## src/rtl/rom_reader_pkg.sv

```systemverilog
`default_nettype none
// ============================================================================
// Module      : rom_reader_pkg
// Description : Shared defaults, burst-length limits, FSM state type and a
//               length-clamp helper for the ROM burst reader.
// Revision    : 1.0 - initial release
// ============================================================================
package rom_reader_pkg;

    localparam int ROM_DEPTH  = 8;
    localparam int ROM_ADDR_W = 8;
    localparam int ROM_DATA_W = 4;

    localparam int LEN_W   = 4;
    localparam int MAX_LEN = 8;

    typedef enum logic [1:0] {
        ST_IDLE  = 2'd0,
        ST_FETCH = 2'd1,
        ST_DRAIN = 2'd2
    } state_t;

    // A burst can never exceed the ROM size, so oversize requests saturate.
    function automatic logic [LEN_W-1:0] clamp_len(input logic [LEN_W-1:0] len);
        return (len > LEN_W'(MAX_LEN)) ? LEN_W'(MAX_LEN) : len;
    endfunction

endpackage
`default_nettype wire

```

## src/rtl/rom_reader_if.sv

```systemverilog
`default_nettype none
// ============================================================================
// Module      : rom_reader_if
// Description : Bundles the burst-control, ROM and output-stream signals of
//               the ROM burst reader.
//   Control : start, base_addr, len, abort (to reader); busy, done (from)
//   ROM     : rom_addr (from reader), rom_data (to reader, combinational)
//   Stream  : out_valid, out_data, out_last (from reader); out_ready (to)
//   master modport = requester / ROM / sink side, slave modport = reader.
// Revision    : 1.0 - initial release
// ============================================================================
interface rom_reader_if
    import rom_reader_pkg::*;
#(
    parameter int ADDR_W = ROM_ADDR_W,
    parameter int DATA_W = ROM_DATA_W
);
    logic              start;
    logic [ADDR_W-1:0] base_addr;
    logic [LEN_W-1:0]  len;
    logic              abort;
    logic              busy;
    logic              done;
    logic [ADDR_W-1:0] rom_addr;
    logic [DATA_W-1:0] rom_data;
    logic              out_valid;
    logic              out_ready;
    logic [DATA_W-1:0] out_data;
    logic              out_last;

    modport master (
        output start, base_addr, len, abort, rom_data, out_ready,
        input  busy, done, rom_addr, out_valid, out_data, out_last
    );

    modport slave (
        input  start, base_addr, len, abort, rom_data, out_ready,
        output busy, done, rom_addr, out_valid, out_data, out_last
    );
endinterface
`default_nettype wire

```

## src/rtl/rom_reader.sv

```systemverilog
`default_nettype none
// ============================================================================
// Module      : rom_reader
// Description : Reads a burst of consecutive words from a combinational ROM
//               and streams them out over a valid/ready interface with a
//               single output register.
//   clk   : clock, rising edge
//   rst_n : asynchronous active-low reset
//   bus   : rom_reader_if.slave (control, ROM port, output stream)
// Revision    : 1.0 - initial release
// ============================================================================
module rom_reader
    import rom_reader_pkg::*;
#(
    parameter int DEPTH  = ROM_DEPTH,
    parameter int ADDR_W = ROM_ADDR_W,
    parameter int DATA_W = ROM_DATA_W
) (
    input  wire          clk,
    input  wire          rst_n,
    rom_reader_if.slave  bus
);

    localparam int IDX_W = (DEPTH > 1) ? $clog2(DEPTH) : 1;

    state_t            state_q,     state_d;
    logic [IDX_W-1:0]  cur_addr_q,  cur_addr_d;
    logic [LEN_W-1:0]  remaining_q, remaining_d;
    logic              out_valid_q, out_valid_d;
    logic [DATA_W-1:0] out_data_q,  out_data_d;
    logic              out_last_q,  out_last_d;
    logic              done_q,      done_d;

    logic [LEN_W-1:0]  len_eff;
    logic [ADDR_W-1:0] base_mod;
    logic [IDX_W-1:0]  next_addr;
    logic              slot_free;

    assign len_eff   = clamp_len(bus.len);
    assign base_mod  = bus.base_addr % ADDR_W'(DEPTH);
    assign next_addr = (cur_addr_q == IDX_W'(DEPTH - 1)) ? '0
                                                         : cur_addr_q + IDX_W'(1);
    // The output register may take a new word when empty or being drained.
    assign slot_free = !out_valid_q || bus.out_ready;

    always_comb begin
        state_d     = state_q;
        cur_addr_d  = cur_addr_q;
        remaining_d = remaining_q;
        out_valid_d = out_valid_q;
        out_data_d  = out_data_q;
        out_last_d  = out_last_q;
        done_d      = 1'b0;

        if (bus.abort) begin
            // Cancel outranks start and any handshake; no completion pulse.
            state_d     = ST_IDLE;
            out_valid_d = 1'b0;
            out_last_d  = 1'b0;
        end else begin
            case (state_q)
                ST_IDLE: begin
                    if (bus.start) begin
                        if (len_eff != '0) begin
                            cur_addr_d  = IDX_W'(base_mod);
                            remaining_d = len_eff;
                            state_d     = ST_FETCH;
                        end else begin
                            done_d = 1'b1;
                        end
                    end
                end
                ST_FETCH: begin
                    if (slot_free) begin
                        out_data_d  = bus.rom_data;
                        out_valid_d = 1'b1;
                        out_last_d  = (remaining_q == LEN_W'(1));
                        cur_addr_d  = next_addr;
                        remaining_d = remaining_q - LEN_W'(1);
                        if (remaining_q == LEN_W'(1)) begin
                            state_d = ST_DRAIN;
                        end
                    end
                end
                ST_DRAIN: begin
                    if (out_valid_q && bus.out_ready) begin
                        out_valid_d = 1'b0;
                        out_last_d  = 1'b0;
                        state_d     = ST_IDLE;
                        done_d      = 1'b1;
                    end
                end
                default: begin
                    state_d = ST_IDLE;
                end
            endcase
        end
    end

    always_ff @(posedge clk or negedge rst_n) begin
        if (!rst_n) begin
            state_q     <= ST_IDLE;
            cur_addr_q  <= '0;
            remaining_q <= '0;
            out_valid_q <= 1'b0;
            out_data_q  <= '0;
            out_last_q  <= 1'b0;
            done_q      <= 1'b0;
        end else begin
            state_q     <= state_d;
            cur_addr_q  <= cur_addr_d;
            remaining_q <= remaining_d;
            out_valid_q <= out_valid_d;
            out_data_q  <= out_data_d;
            out_last_q  <= out_last_d;
            done_q      <= done_d;
        end
    end

    assign bus.rom_addr  = ADDR_W'(cur_addr_q);
    assign bus.out_valid = out_valid_q;
    assign bus.out_data  = out_data_q;
    assign bus.out_last  = out_last_q;
    assign bus.done      = done_q;
    assign bus.busy      = (state_q != ST_IDLE);

endmodule
`default_nettype wire

```

## src/flat_wrapper.sv

```systemverilog
// flat-port wrapper written by rule: the top's interface ports become plain ports
module rom_reader_flat import rom_reader_pkg::*;
#(
    parameter int DEPTH  = ROM_DEPTH,
    parameter int ADDR_W = ROM_ADDR_W,
    parameter int DATA_W = ROM_DATA_W
)
  (clk, rst_n, bus_start, bus_base_addr, bus_len, bus_abort, bus_rom_data, bus_out_ready, bus_busy, bus_done, bus_rom_addr, bus_out_valid, bus_out_data, bus_out_last);
  rom_reader_if #(.ADDR_W(ADDR_W), .DATA_W(DATA_W)) bus_i ();
  input  wire clk;
  input  wire rst_n;
  input wire logic [$bits(bus_i.start)-1:0] bus_start;
  input wire logic [$bits(bus_i.base_addr)-1:0] bus_base_addr;
  input wire logic [$bits(bus_i.len)-1:0] bus_len;
  input wire logic [$bits(bus_i.abort)-1:0] bus_abort;
  input wire logic [$bits(bus_i.rom_data)-1:0] bus_rom_data;
  input wire logic [$bits(bus_i.out_ready)-1:0] bus_out_ready;
  output wire logic [$bits(bus_i.busy)-1:0] bus_busy;
  output wire logic [$bits(bus_i.done)-1:0] bus_done;
  output wire logic [$bits(bus_i.rom_addr)-1:0] bus_rom_addr;
  output wire logic [$bits(bus_i.out_valid)-1:0] bus_out_valid;
  output wire logic [$bits(bus_i.out_data)-1:0] bus_out_data;
  output wire logic [$bits(bus_i.out_last)-1:0] bus_out_last;
  assign bus_i.start = bus_start;
  assign bus_i.base_addr = bus_base_addr;
  assign bus_i.len = bus_len;
  assign bus_i.abort = bus_abort;
  assign bus_i.rom_data = bus_rom_data;
  assign bus_i.out_ready = bus_out_ready;
  assign bus_busy = bus_i.busy;
  assign bus_done = bus_i.done;
  assign bus_rom_addr = bus_i.rom_addr;
  assign bus_out_valid = bus_i.out_valid;
  assign bus_out_data = bus_i.out_data;
  assign bus_out_last = bus_i.out_last;
  rom_reader #(.DEPTH(DEPTH), .ADDR_W(ADDR_W), .DATA_W(DATA_W)) u_core (.clk(clk), .rst_n(rst_n), .bus(bus_i));
endmodule
```

## config.mk

```make
export PLATFORM = sky130hd
export DESIGN_NAME = rom_reader_flat
export DESIGN_NICKNAME = d
export VERILOG_FILES = /design/src/rtl/rom_reader_pkg.sv /design/src/rtl/rom_reader_if.sv /design/src/rtl/rom_reader.sv /design/src/flat_wrapper.sv
export SDC_FILE = /design/constraint.sdc
export NUM_CORES = 1
export LEC_CHECK = 0
export BUFFER_PORTS_ARGS = -buffer_cell sky130_fd_sc_hd__buf_2
export CAP_MARGIN = 20
export CORE_UTILIZATION = 47
export DETAILED_ROUTE_END_ITERATION = 7
export PLACE_DENSITY = 0.77
export SETUP_SLACK_MARGIN = 0.3
export SLEW_MARGIN = 20
export SYNTH_ARGS = -nofsm -noshare
export SYNTH_HDL_FRONTEND = slang
export SYNTH_SLANG_ARGS = --single-unit
```

## constraint.sdc

```tcl
create_clock -name clk -period 1.8 [get_ports clk]
set_input_delay 0.09 -clock clk [delete_from_list [all_inputs] [get_ports clk]]
set_output_delay 0.09 -clock clk [all_outputs]
set_load 0.005 [all_outputs]
```

==> impl_results.md <==
- RSZ-0062 raised after global routing: no
- Status: finished, final reports clean
- Post-synth top flop: dfrtp_1
- Worst setup path class: flop to flop
- Req. time, crit path: about 2000 ps
- Die ar.: ~2200 sq um
- Cell taking the most area after synthesis: dfrtp_1
- Largest cells by area after synthesis: dfrtp_1, mux2_2, mux2_4, ha_1, buf_4
- 1st-iter DRT viols: 7
- Syn Area/Cell: roughly 11 sq um
- Number of max-cap violations: 0
- Met3 global-route usage: under 10%
- Netlist cell types: 33
- Max Buffers Root-to-Sink: 2
- Chip width: approximately 47 um
- Ant. Diodes: 0
- Fraction of layout cells with a size suffix above 1: 47.6%
- Crit. End Element: flop
- P_leak: roughly 0.59 nW
- Post-DP HPWL: around 1400 um
- Vias: 785
- Initial antenna violation count: 0
- Final Slew Violations: 0
- Cell family with most CP delay: flip-flops
- Drt drc: 0
- Peak VDD IR: between 0.8 and 0.9 mV
- CP Cell Sequence: nor2b_4, a22oi_4, nor3_4, buf_4, mux2_4
- Post-synth top area share: approximately two fifths
- Commonest non-fill, non-tap cell in the layout: buf_2
- Crit path DAT: around 1600 ps
- Most frequent cells in the layout: buf_2, dfrtp_1, buf_4
- Post-synth EDFFs: 0
- Root buf cell: clkbuf_4
- Largest stage delay, worst path: between 400 and 500 ps
- WP buf/inv: 1
- P per Cell Area: approximately 1100 nW/um^2
- Chip height: approximately 47 um
- Clock Latency Late Sink: roughly 280 ps
- CTS tree: yes
- Seq/Total Area, Yosys: between 40% and 50%
- Largest net degree at the start of global routing: 17
- Vias in the first global route: ~650
- Setup violators final: 0
- Final hold slack: around 34 ps
- Routed Antenna Nets: 0
- Final net count: 152
- Met1 usage: between 20% and 30%
- Routability Congestion: 0.815
- Period utilisation layout: between 80% and 90%
- Filler cells: between 150 and 200
- CORE AREA: slightly below 2000 sq um
- Cells after synthesis: 92
- Final Skew: 1.26 ps
- Setup TNS: 0 ps
- Fmax achieved: between 600 and 700 MHz
- Std-Cell Rows: 16
- Min Tclk post-route: 1460 ps
- Initial core utilization: between 40 and 50%
- Async set-reset flop share out of synthesis: between 90% and 100%
- First-pass GRT wire length: approximately 2800 um
- Met2 Resource Use GR: approximately 29%
- Final WL: just under 2000 um
- Pwr Total: around 0.0013 W
- Area grow syn2layout: 27.8%
- Boundary Pins: 37
- WL/cell: between 10 and 15 um
- Clock buffer count from CTS: 3
- CP max stage cell: dfrtp_2
- Fin. Hold Viols: 0
- Port bufs: 26
- Gr usage total: about 19%
- Critical Path Source Type: flop
- Synth Cell Area: between 900 and 1000 sq um
- Total gr overflow: 0
- Reg area: about 400 sq um
- Clock tree sinks: 16
- H-Tree Depth: 1
- Synth warn: 0
- Area occupied by multi-input gates: ~550 sq um
- Post-DR vias/cell: about 5
- Seq cells post-synth: 16
- Peak fanout along the critical path: 6
- Most crowded layer after global routing: met2
- Worst min path class: input pin to flop
- Clock transition at path regs: 100 ps
- Drt pass-1 iters: 4
-- cell usage after synthesis, types with 3 or more instances --
| cell | n |
|---|---|
| dfrtp_1 | 16 |
| mux2_2 | 6 |
| buf_4 | 5 |
| nand2_1 | 5 |
| nor2_1 | 5 |
| ha_1 | 4 |
| mux2_4 | 4 |
| nand3_1 | 4 |
| a21oi_1 | 3 |
| buf_2 | 3 |
| inv_1 | 3 |
| nand2b_1 | 3 |
| nor2b_1 | 3 |
| nor3_1 | 3 |
| o21ai_0 | 3 |
-- stage by stage --
step | worst slack, ps | area [sq um] | std cells | util (%)
4_1_cts | 313 | 1210 | 152 | 62.4
2_1_floorplan | 281 | 996 | 96 | -
5_1_grt | 308 | 1240 | 153 | 63.7
3_5_place_dp | 189 | 1130 | 144 | 58.2
6_report | 341 | 1240 | 153 | 63.7
3_3_place_gp | 238 | 1130 | 144 | 58.2
-- layout make-up --
| class | instances | share of cell area [%] |
|---|---|---|
| multi-input cells | 67 | 44.1 |
| flip-flops and latches | 16 | 32.5 |
| repair buffers | 36 | 16.8 |
| clock buffers | 4 | 2.94 |
| well taps | 27 | 2.73 |
| inverters | 3 | 0.911 |
-- worst paths after layout --
check	startpoint	endpoint	slack, ps	depth (start not counted)
worst min register to register	u_core.bus.out_data[0]	u_core.bus.out_data[0]	510	1
worst max register to register	u_core.state_q[0]	u_core.cur_addr_q[0]	340	5
worst max-delay path	u_core.state_q[0]	u_core.cur_addr_q[0]	340	5
min in group asynchronous	rst_n	u_core.bus.done	230	2
worst min-delay path	bus_rom_data[0]	u_core.bus.out_data[0]	30	2
max in group asynchronous	rst_n	u_core.state_q[0]	1280	2
-- cell families (layout without fill, tap and decap cells) --
family                   count (synthesis)  count (layout)  share of synthesized area (%)
other                                    1               5                          0.388
flip-flops                              16              16                           41.4
AND/OR/NAND/NOR                         32              32                           19.5
multiplexers                            11              11                           14.2
buffers and inverters                   13              43                           7.37
AO/OA/AOI/OAI                           15              15                           11.9
adder cells (fa/ha/maj)                  4               4                           5.17
-- power breakdown --
part           internal, W  total [W]  switching [W]
combinational     0.000316   0.000542       0.000226
sequential        0.000467   0.000563      0.0000962
clock             0.000123   0.000238       0.000115
-- sequential cells by signal, indices dropped and copies added (netlist names) --
register and cells:
u_core.bus.out_last 1, u_core.bus.out_valid 1, u_core.bus.out_data 4, u_core.cur_addr_q 3, u_core.remaining_q 4, u_core.bus.done 1
u_core.state_q 2
-- layer usage --
metal,share of wire [%],vias up,routed length [um]
li1,-,386,-
met1,46,373,903
met2,49,22,960
met3,3.9,4,77
met4,1.2,0,23
met5,0,-,0
-- worst register-to-register path: cells and delay by family (launching register included) --
family	cells	cell delay [ps]
flip-flops	1	490
multiplexers	1	300
AND/OR/NAND/NOR	2	290
buffers and inverters	1	160
AO/OA/AOI/OAI	1	100
-- repair_timing --
item	in CTS	in global routing
hold buffers	1	0
resized for setup	4	2
buffers inserted	3	1
pin swaps	1	1
endpoints found under the setup margin	11	1
endpoints found under the hold margin	16	0
No activity file was read; power rests on OpenSTA's default activity.
